## config.mk

```make
export PLATFORM = sky130hd
export DESIGN_NAME = uart_rx_fsm
export DESIGN_NICKNAME = d
export VERILOG_FILES = /design/src/rtl/uart_rx_fsm.sv
export SDC_FILE = /design/constraint.sdc
export NUM_CORES = 1
export LEC_CHECK = 0
export BUFFER_PORTS_ARGS = -buffer_cell sky130_fd_sc_hd__clkbuf_2
export CORE_ASPECT_RATIO = 1.25
export CORE_MARGIN = 5
export CORE_UTILIZATION = 25
export DETAILED_ROUTE_END_ITERATION = 10
export MAX_ROUTING_LAYER = met4
export PLACE_DENSITY = 0.51
export SETUP_SLACK_MARGIN = 0.4
export SKIP_CTS_REPAIR_TIMING = 1
export SYNTH_ARGS = -nofsm -noshare
export SYNTH_HDL_FRONTEND = slang
export SYNTH_SLANG_ARGS = --single-unit
export TNS_END_PERCENT = 1
```

## constraint.sdc

```tcl
create_clock -name clk -period 2.4 [get_ports clk]
set_input_delay 0.6 -clock clk [delete_from_list [all_inputs] [get_ports clk]]
set_output_delay 0.6 -clock clk [all_outputs]
set_load 0.01 [all_outputs]
```

## src/rtl/uart_rx_fsm.sv

```systemverilog
// UART receive control FSM: gates the edge/bit counter and sampler, deserialises
// the frame LSB-first and reports the word or a parity/stop error at frame end.
module uart_rx_fsm #(
    parameter int unsigned DATA_WIDTH = 8
) (
    input  logic                  clk,
    input  logic                  rst,
    input  logic                  rx_in,
    input  logic                  par_en,
    input  logic                  par_typ,
    input  logic [4:0]            prescale,
    input  logic [4:0]            edge_count,
    input  logic [3:0]            bit_count,
    input  logic                  sampled_bit,
    input  logic                  sample_valid,
    output logic                  cnt_en,
    output logic                  samp_en,
    output logic [DATA_WIDTH-1:0] p_data,
    output logic                  data_valid,
    output logic                  par_err,
    output logic                  stp_err,
    output logic                  busy
);

    localparam int unsigned IdxW        = $clog2(DATA_WIDTH);
    localparam logic [3:0]  LastDataBit = 4'(DATA_WIDTH);

    typedef enum logic [2:0] {
        StIdle,
        StStart,
        StData,
        StParity,
        StStop
    } state_e;

    state_e                  r_state;
    state_e                  w_state_next;
    logic [DATA_WIDTH-1:0]   r_shreg;
    logic [DATA_WIDTH-1:0]   r_p_data;
    logic                    r_perr;
    logic                    r_serr;
    logic                    r_data_valid;
    logic                    r_par_err;
    logic                    r_stp_err;
    logic                    w_busy;
    logic                    w_eob;
    logic                    w_serr_final;
    logic                    w_idx_ok;
    logic [IdxW-1:0]         w_idx;

    assign w_busy = (r_state != StIdle);
    assign w_eob  = w_busy && (edge_count == prescale);

    // A stop sample coinciding with eob must still count towards the frame result.
    assign w_serr_final = sample_valid ? ~sampled_bit : r_serr;

    assign w_idx_ok = (bit_count >= 4'd1) && (bit_count <= LastDataBit);
    assign w_idx    = IdxW'(bit_count - 4'd1);

    always_comb begin
        w_state_next = r_state;
        unique case (r_state)
            StIdle:   if (!rx_in) w_state_next = StStart;
            StStart: begin
                if (sample_valid && sampled_bit) begin
                    w_state_next = StIdle;
                end else if (w_eob && (bit_count == 4'd0)) begin
                    w_state_next = StData;
                end
            end
            StData: begin
                if (w_eob && (bit_count == LastDataBit)) begin
                    w_state_next = par_en ? StParity : StStop;
                end
            end
            StParity: if (w_eob) w_state_next = StStop;
            StStop:   if (w_eob) w_state_next = StIdle;
            default:  w_state_next = StIdle;
        endcase
    end

    always_ff @(posedge clk or negedge rst) begin
        if (!rst) begin
            r_state      <= StIdle;
            r_shreg      <= '0;
            r_p_data     <= '0;
            r_perr       <= 1'b0;
            r_serr       <= 1'b0;
            r_data_valid <= 1'b0;
            r_par_err    <= 1'b0;
            r_stp_err    <= 1'b0;
        end else begin
            r_state      <= w_state_next;
            r_data_valid <= 1'b0;
            r_par_err    <= 1'b0;
            r_stp_err    <= 1'b0;
            unique case (r_state)
                StIdle: begin
                    if (!rx_in) begin
                        r_shreg <= '0;
                        r_perr  <= 1'b0;
                        r_serr  <= 1'b0;
                    end
                end
                StData: begin
                    if (sample_valid && w_idx_ok) r_shreg[w_idx] <= sampled_bit;
                end
                StParity: begin
                    if (sample_valid) r_perr <= (sampled_bit != (^r_shreg ^ par_typ));
                end
                StStop: begin
                    if (sample_valid) r_serr <= ~sampled_bit;
                    if (w_eob) begin
                        if (!r_perr && !w_serr_final) begin
                            r_data_valid <= 1'b1;
                            r_p_data     <= r_shreg;
                        end else begin
                            r_par_err <= r_perr;
                            r_stp_err <= w_serr_final;
                        end
                    end
                end
                default: ;
            endcase
        end
    end

    assign cnt_en     = w_busy;
    assign samp_en    = w_busy;
    assign busy       = w_busy;
    assign p_data     = r_p_data;
    assign data_valid = r_data_valid;
    assign par_err    = r_par_err;
    assign stp_err    = r_stp_err;

endmodule
```

Word-level counts from Yosys, hierarchy flattened
Cells that the tools add are included.
{ "word_totals": {"ff_bits": 24, "inputBits": 21, "out_inout_bits": 14, "wordCells": 79} }
{ "op_classes": {"addsub": 1, "order_cmp": 4, "eq_ne": 14, "mux": 28, "n_bitwise": 2, "reduce_logical": 22} }
{ "ops": {"columns": ["cell", "n"], "rows": [
  ["$mux W3", 7],
  ["$mux W8", 2],
  ["$pmux W8 S2", 1],
  ["$pmux W3 S5", 1],
  ["$mux W1", 13],
  ["$ne A2 B2 Y1 const B", 6],
  ["$reduce_and A3 Y1", 3],
  ["$bwmux W8", 1],
  ["$logic_and A1 B1 Y1", 8],
  ["$reduce_xor A8 Y1", 1],
  ["$eq A3 B2 Y1 const B", 2],
  ["$reduce_bool A2 Y1", 3],
  ["$eq A5 B5 Y1", 1],
  ["$reduce_and A5 Y1", 1],
  ["$eq A4 B4 Y1 const B", 1],
  ["$ge A4 B1 Y1 const B", 1],
  ["$le A4 B4 Y1 const B", 1],
  ["$logic_not A4 Y1", 1],
  ["$lt A3 B4 Y1 const B", 1],
  ["$pmux W1 S2", 2],
  ["$demux W1 S3", 1],
  ["$eq A3 B1 Y1 const B", 1],
  ["$eq A3 B3 Y1 const B", 1],
  ["$ge A3 B1 Y1 const B", 1],
  ["9 further kinds", 10]
]} }

Depth between registers and ports, before layout
{ "depth": {"depth_word": 8, "depth_mapped": 8, "mapped_depth_nobuf": 7} }

Worst setup path before layout
No wires, ideal clock.
{ "synth_path": {"kind": "in2reg", "from": "input bit_count[0]", "to": "register r_shreg[4]", "t_arrival_ns": 2.154, "required_time_ns": 2.271, "path_slack_ns": 0.117, "stages": 8, "cell_sequence": "clkbuf_1 inv_1 ha_1 nor2b_1 mux2i_1 a32oi_1 nand4b_1 o21ai_0"} }
{ "synth_via": {"elab_chain_len": 8, "word_cells_on_any_way": 15, "cone_classes": "add/sub (1); order compare (4); eq/ne (1); mux (5); reduce/logical (4)"} }
{ "synth_rtl": {"columns": ["item", "line", "rtl"], "rows": [
  ["start, declared", "13", "input logic [3:0] bit_count,"],
  ["$sub A3 B1 Y3", "58", "assign w_idx = IdxW'(bit_count - 4'd1);"],
  ["$lt A3 B4 Y1 (implied by the code) / $ge A3 B1 Y1 (equally long branches)", "106", "if (sample_valid && w_idx_ok) r_shreg[w_idx] <= sampled_bit;"],
  ["$logic_and A1 B1 Y1 (implied by the code)", "106", null],
  ["$mux W1 (implied by the code)", "106", null],
  ["$demux W1 S3", "106", null],
  ["$bwmux W8", "106", null],
  ["$mux W8", "106", null],
  ["$pmux W8 S2", "97", "unique case (r_state)"],
  ["end signal, assigned by index", "106", null],
  ["end, declared", "38", "logic [DATA_WIDTH-1:0] r_shreg;"]
]} }
Parallel ways exist; a longest one is shown, timed or not. The select of a mux whose other input is x is not followed.
A chain may end at the register's enable or synchronous reset.

Final worst setup path
{ "layout_path": {"from": "input prescale[3]", "to": "register r_p_data[7] (netlist: p_data[7])"} }
{ "layout_via": {"elab_chain_len": 3} }
{ "layout_rtl": {"columns": ["item", "line", "rtl"], "rows": [
  ["start, declared", "11", "input logic [4:0] prescale,"],
  ["$eq A5 B5 Y1", "52", "assign w_eob = w_busy && (edge_count == prescale);"],
  ["$logic_and A1 B1 Y1", "52", null],
  ["$reduce_and A3 Y1 (no source line)", null, null],
  ["end signal, assigned", "116", "r_p_data <= r_shreg;"],
  ["end, declared", "39", "logic [DATA_WIDTH-1:0] r_p_data;"]
]} }
No other way between the ends.

==> results_tabular.tex <==
\begin{tabular}{lr}
\hline
Metric & Value \\
\hline
\multicolumn{2}{l}{\textbf{Critical path}} \\
\quad Top cell family by delay on the critical path & simple AND/OR/NAND/NOR gates \\
\quad Startpoint kind of the worst setup timing path & primary input \\
\quad Startpoint of the worst-slack reg-to-reg timing path & r\_state[1] \\
\quad R2R setup slack & 0.52 ns \\
\quad Required time of the critical path & 2.55 ns \\
\quad Worst setup path category & in -> reg \\
\quad Beginning of the critical path & prescale[3] \\
\quad Category of the worst setup path capture point & register \\
\quad Destination of the worst register-to-register timing path & p\_data[7] \\
\quad Buffer and inverter count on the worst path & 2 \\
\quad Arr. time, crit path & 2.06 ns \\
\quad Maximum net fanout on the critical path & 9 \\
\quad CP max stage cell & or3\_1 \\
\quad R2R depth & 6 \\
\quad Delay of the slowest critical-path stage & 0.35 ns \\
\quad Cells along the critical path & clkbuf\_2 > xor2\_1 > nor3\_4 > nand3\_2 > or3\_1 > buf\_4 > mux2\_4 \\
\multicolumn{2}{l}{\textbf{Timing}} \\
\quad Slew @ Worst Pin & 0.751 ns \\
\quad Final Skew & 0.00433 ns \\
\quad Max Fclk & 522 MHz \\
\quad Minimum clock period after layout & 1.92 ns \\
\quad RSZ-0062 raised after global routing & true \\
\quad Final setup violation count & 0 \\
\quad Slew headroom & 48.7\% \\
\quad Total negative slack for setup checks & 0 ns \\
\quad Final hold violations & 0 \\
\quad Max-slew violation count & 0 \\
\quad Ratio of final minimum period to clock period & 79.8\% \\
\multicolumn{2}{l}{\textbf{Drt}} \\
\quad First drt pass iteration count & 4 \\
\quad Detail Route Antenna Nets & 0 \\
\quad Wire length per cell after detailed routing & 11.8 um \\
\quad Vias after detailed routing & 1,057 \\
\quad Initial DRC Count & 32 \\
\quad Number of remaining DRC errors & 0 \\
\quad DRT Wirelength & 2770 um \\
\quad Post-detailed-route via-to-cell ratio & 4.50 \\
\multicolumn{2}{l}{\textbf{Floorplan}} \\
\quad Initial Util & 25.6\% \\
\quad Number of I/O pins & 35 \\
\quad Die area & 0.00712 mm\^{}2 \\
\quad Standard-cell row count & 30 \\
\quad Height of the die & 93.1 um \\
\quad Core Box Area & 0.00541 mm\^{}2 \\
\quad X dimension of the die & 76.5 um \\
\multicolumn{2}{l}{\textbf{Run}} \\
\quad Max\_cap viols & 0 \\
\multicolumn{2}{l}{\textbf{Synth}} \\
\quad Sequential share of the synthesized area & 43.5\% \\
\quad Number of warnings printed during yosys synthesis & 0 \\
\quad FF+latch count, synth & 24 \\
\quad EDFF count, synth & 0 \\
\quad Async set-reset flop share out of synthesis & 100\% \\
\quad Most repeated cell in the gate-level netlist after synthesis & dfrtp\_1 \\
\quad Most area-consuming cells after synthesis & dfrtp\_1 43\%, mux2\_4 8.7\%, o21ai\_0 6.9\% \\
\quad Post-synth top flop & dfrtp\_1 \\
\quad Dominant cell type by area after synthesis & dfrtp\_1 \\
\quad Netlist area before placement & 0.00138 mm\^{}2 \\
\quad Post-synthesis average cell area & 10.3 um\^{}2 \\
\quad Distinct cell type count after synthesis & 35 \\
\quad Syn Inst Count & 134 \\
\quad Synth top cells by count & 24 x dfrtp\_1, 19 x o21ai\_0, 10 x xnor2\_1 \\
\quad Synthesized Nets & 157 \\
\quad Fraction of synthesized cell area taken by the top area cell type & 43.5\% \\
\multicolumn{2}{l}{\textbf{Finish}} \\
\quad Utilization of the core after routing & 31.7\% \\
\quad Signed area change from the synthesized netlist to the final layout & 24.2\% \\
\quad Combined flip-flop and latch cell area & 601 um\^{}2 \\
\quad Fraction of final layout cells with drive strength greater than 1 & 35.1\% \\
\quad Fill count & 587 \\
\quad NumNets Final & 195 \\
\quad Ant. Diodes & 0 \\
\quad Finished Layout Cells & 235 \\
\quad Multi-input gate area in the final layout & 748 um\^{}2 \\
\multicolumn{2}{l}{\textbf{Clocking}} \\
\quad TritonCTS Buffers & 3 \\
\quad Number of H-tree levels & 1 \\
\quad Clock root cell & clkbuf\_8 \\
\quad Clock latency of the later-clocked register in the worst-skew pair & 0.26 ns \\
\quad Longest Clk Path Bufs & 2 \\
\quad Number of clock sinks seen by CTS & 24 \\
\quad Clock slew at the register clock pins of the worst setup and hold paths & 0.08 ns \\
\quad Clock tree from TritonCTS & built \\
\multicolumn{2}{l}{\textbf{Outcome}} \\
\quad Run status & finished clean \\
\multicolumn{2}{l}{\textbf{Power and ir drop}} \\
\quad Cell area power density & 543 mW/mm\^{}2 \\
\quad Static leakage power & 0.835 nW \\
\quad Worst voltage drop across the vdd grid & 0.000263 V \\
\multicolumn{2}{l}{\textbf{Placement}} \\
\quad Final GP Congestion & 0.799 \\
\quad Placed cell count & 231 \\
\quad Number of port buffers & 34 \\
\quad DP Wirelength & 2320 um \\
\multicolumn{2}{l}{\textbf{GRT}} \\
\quad Largest net degree at the start of global routing & 25 \\
\quad First-pass GRT wire length & 5110 um \\
\quad Sum of overflow across all layers after global routing & 0 \\
\quad Antenna violations before repair & 0 \\
\quad Vias in the first global route & 1,124 \\
\quad Overall routing resource usage & 8.61\% \\
\multicolumn{2}{l}{\textbf{Min path}} \\
\quad Min-delay worst type & in -> async \\
\hline
\end{tabular}
## layer usage
layer,up-vias,wire [um],track usage (%)
met5,-,0,-
met4,0,23,2.62
met3,2,143,1.16
met2,32,1280,13.2
met1,472,1320,11.8
li1,551,-,-
## power breakdown
group	leakage, nW	internal, mW	switching, mW	total (mW)
logic	0.473	0.0983	0.140	0.239
registers	0.333	0.413	0.0118	0.425
clock network	0.0288	0.146	0.122	0.268
total	0.835	0.658	0.274	0.931
## cell usage in the layout (no fill, tap or decap), types with 2 or more instances in the layout
master    count
clkbuf_2     34
dfrtp_1      24
o21ai_0      19
xnor2_1      10
nor2_1        8
mux2_4        8
xor2_1        6
nand2_1       6
a21oi_1       6
inv_1         5
nand3_1       4
clkbuf_8      4
buf_4         4
mux2i_1       3
a31oi_1       3
or3_1         2
nand4b_1      2
o31ai_1       2
## registers in the layout, summed over array words and instances (netlist names)
name / cells
p_data: 8
r_shreg: 8
r_state: 3
data_valid: 1
par_err: 1
r_perr: 1
r_serr: 1
stp_err: 1
## logic make-up (layout without fill, tap and decap cells)
group,Yosys count,count (layout),synth area share (%)
flip-flops,24,24,43.5
buffers and inverters,12,49,4.35
AO/OA/AOI/OAI,36,36,15.7
XOR/XNOR,16,16,10.1
AND/OR/NAND/NOR,33,33,13.7
multiplexers,11,11,10.9
adder cells (fa/ha/maj),2,2,1.81
## through the flow
step           power [mW]  cell area (um^2)  hold WS (ns)  worst slack, ns
2_1_floorplan       0.605              1440         0.304            0.377
3_3_place_gp        0.674              1660         0.493            0.210
3_5_place_dp        0.674              1660         0.501            0.198
4_1_cts             0.944              1720         0.347            0.463
5_1_grt             0.987              1720         0.383            0.395
6_report            0.931              1720         0.327            0.484
## worst reg2reg max path: cells and delay by family, from the launching register on
kind          cells  cell delay [ns]
buf+inv           2             0.31
flops             1             0.45
simple gates      3             0.69
mux               1             0.31
## worst max path at each step
stage	end	slack (ns)	depth (start not counted)
2_1_floorplan	r_shreg[3]	0.38	8
3_3_place_gp	p_data[6]	0.21	7
3_5_place_dp	p_data[7]	0.20	7
4_1_cts	p_data[7]	0.46	6
5_1_grt	p_data[6]	0.39	6
6_report	p_data[7]	0.48	7
## layout make-up
cell class              count  share of cell area (%)
multi-input cells          98                    43.6
well taps                  64                    4.67
clock buffers               4                    3.21
inverters                   7                    1.82
flip-flops and latches     24                    35.0
repair buffers             38                    11.7
Note: power is estimated with default switching activity, not from simulation.
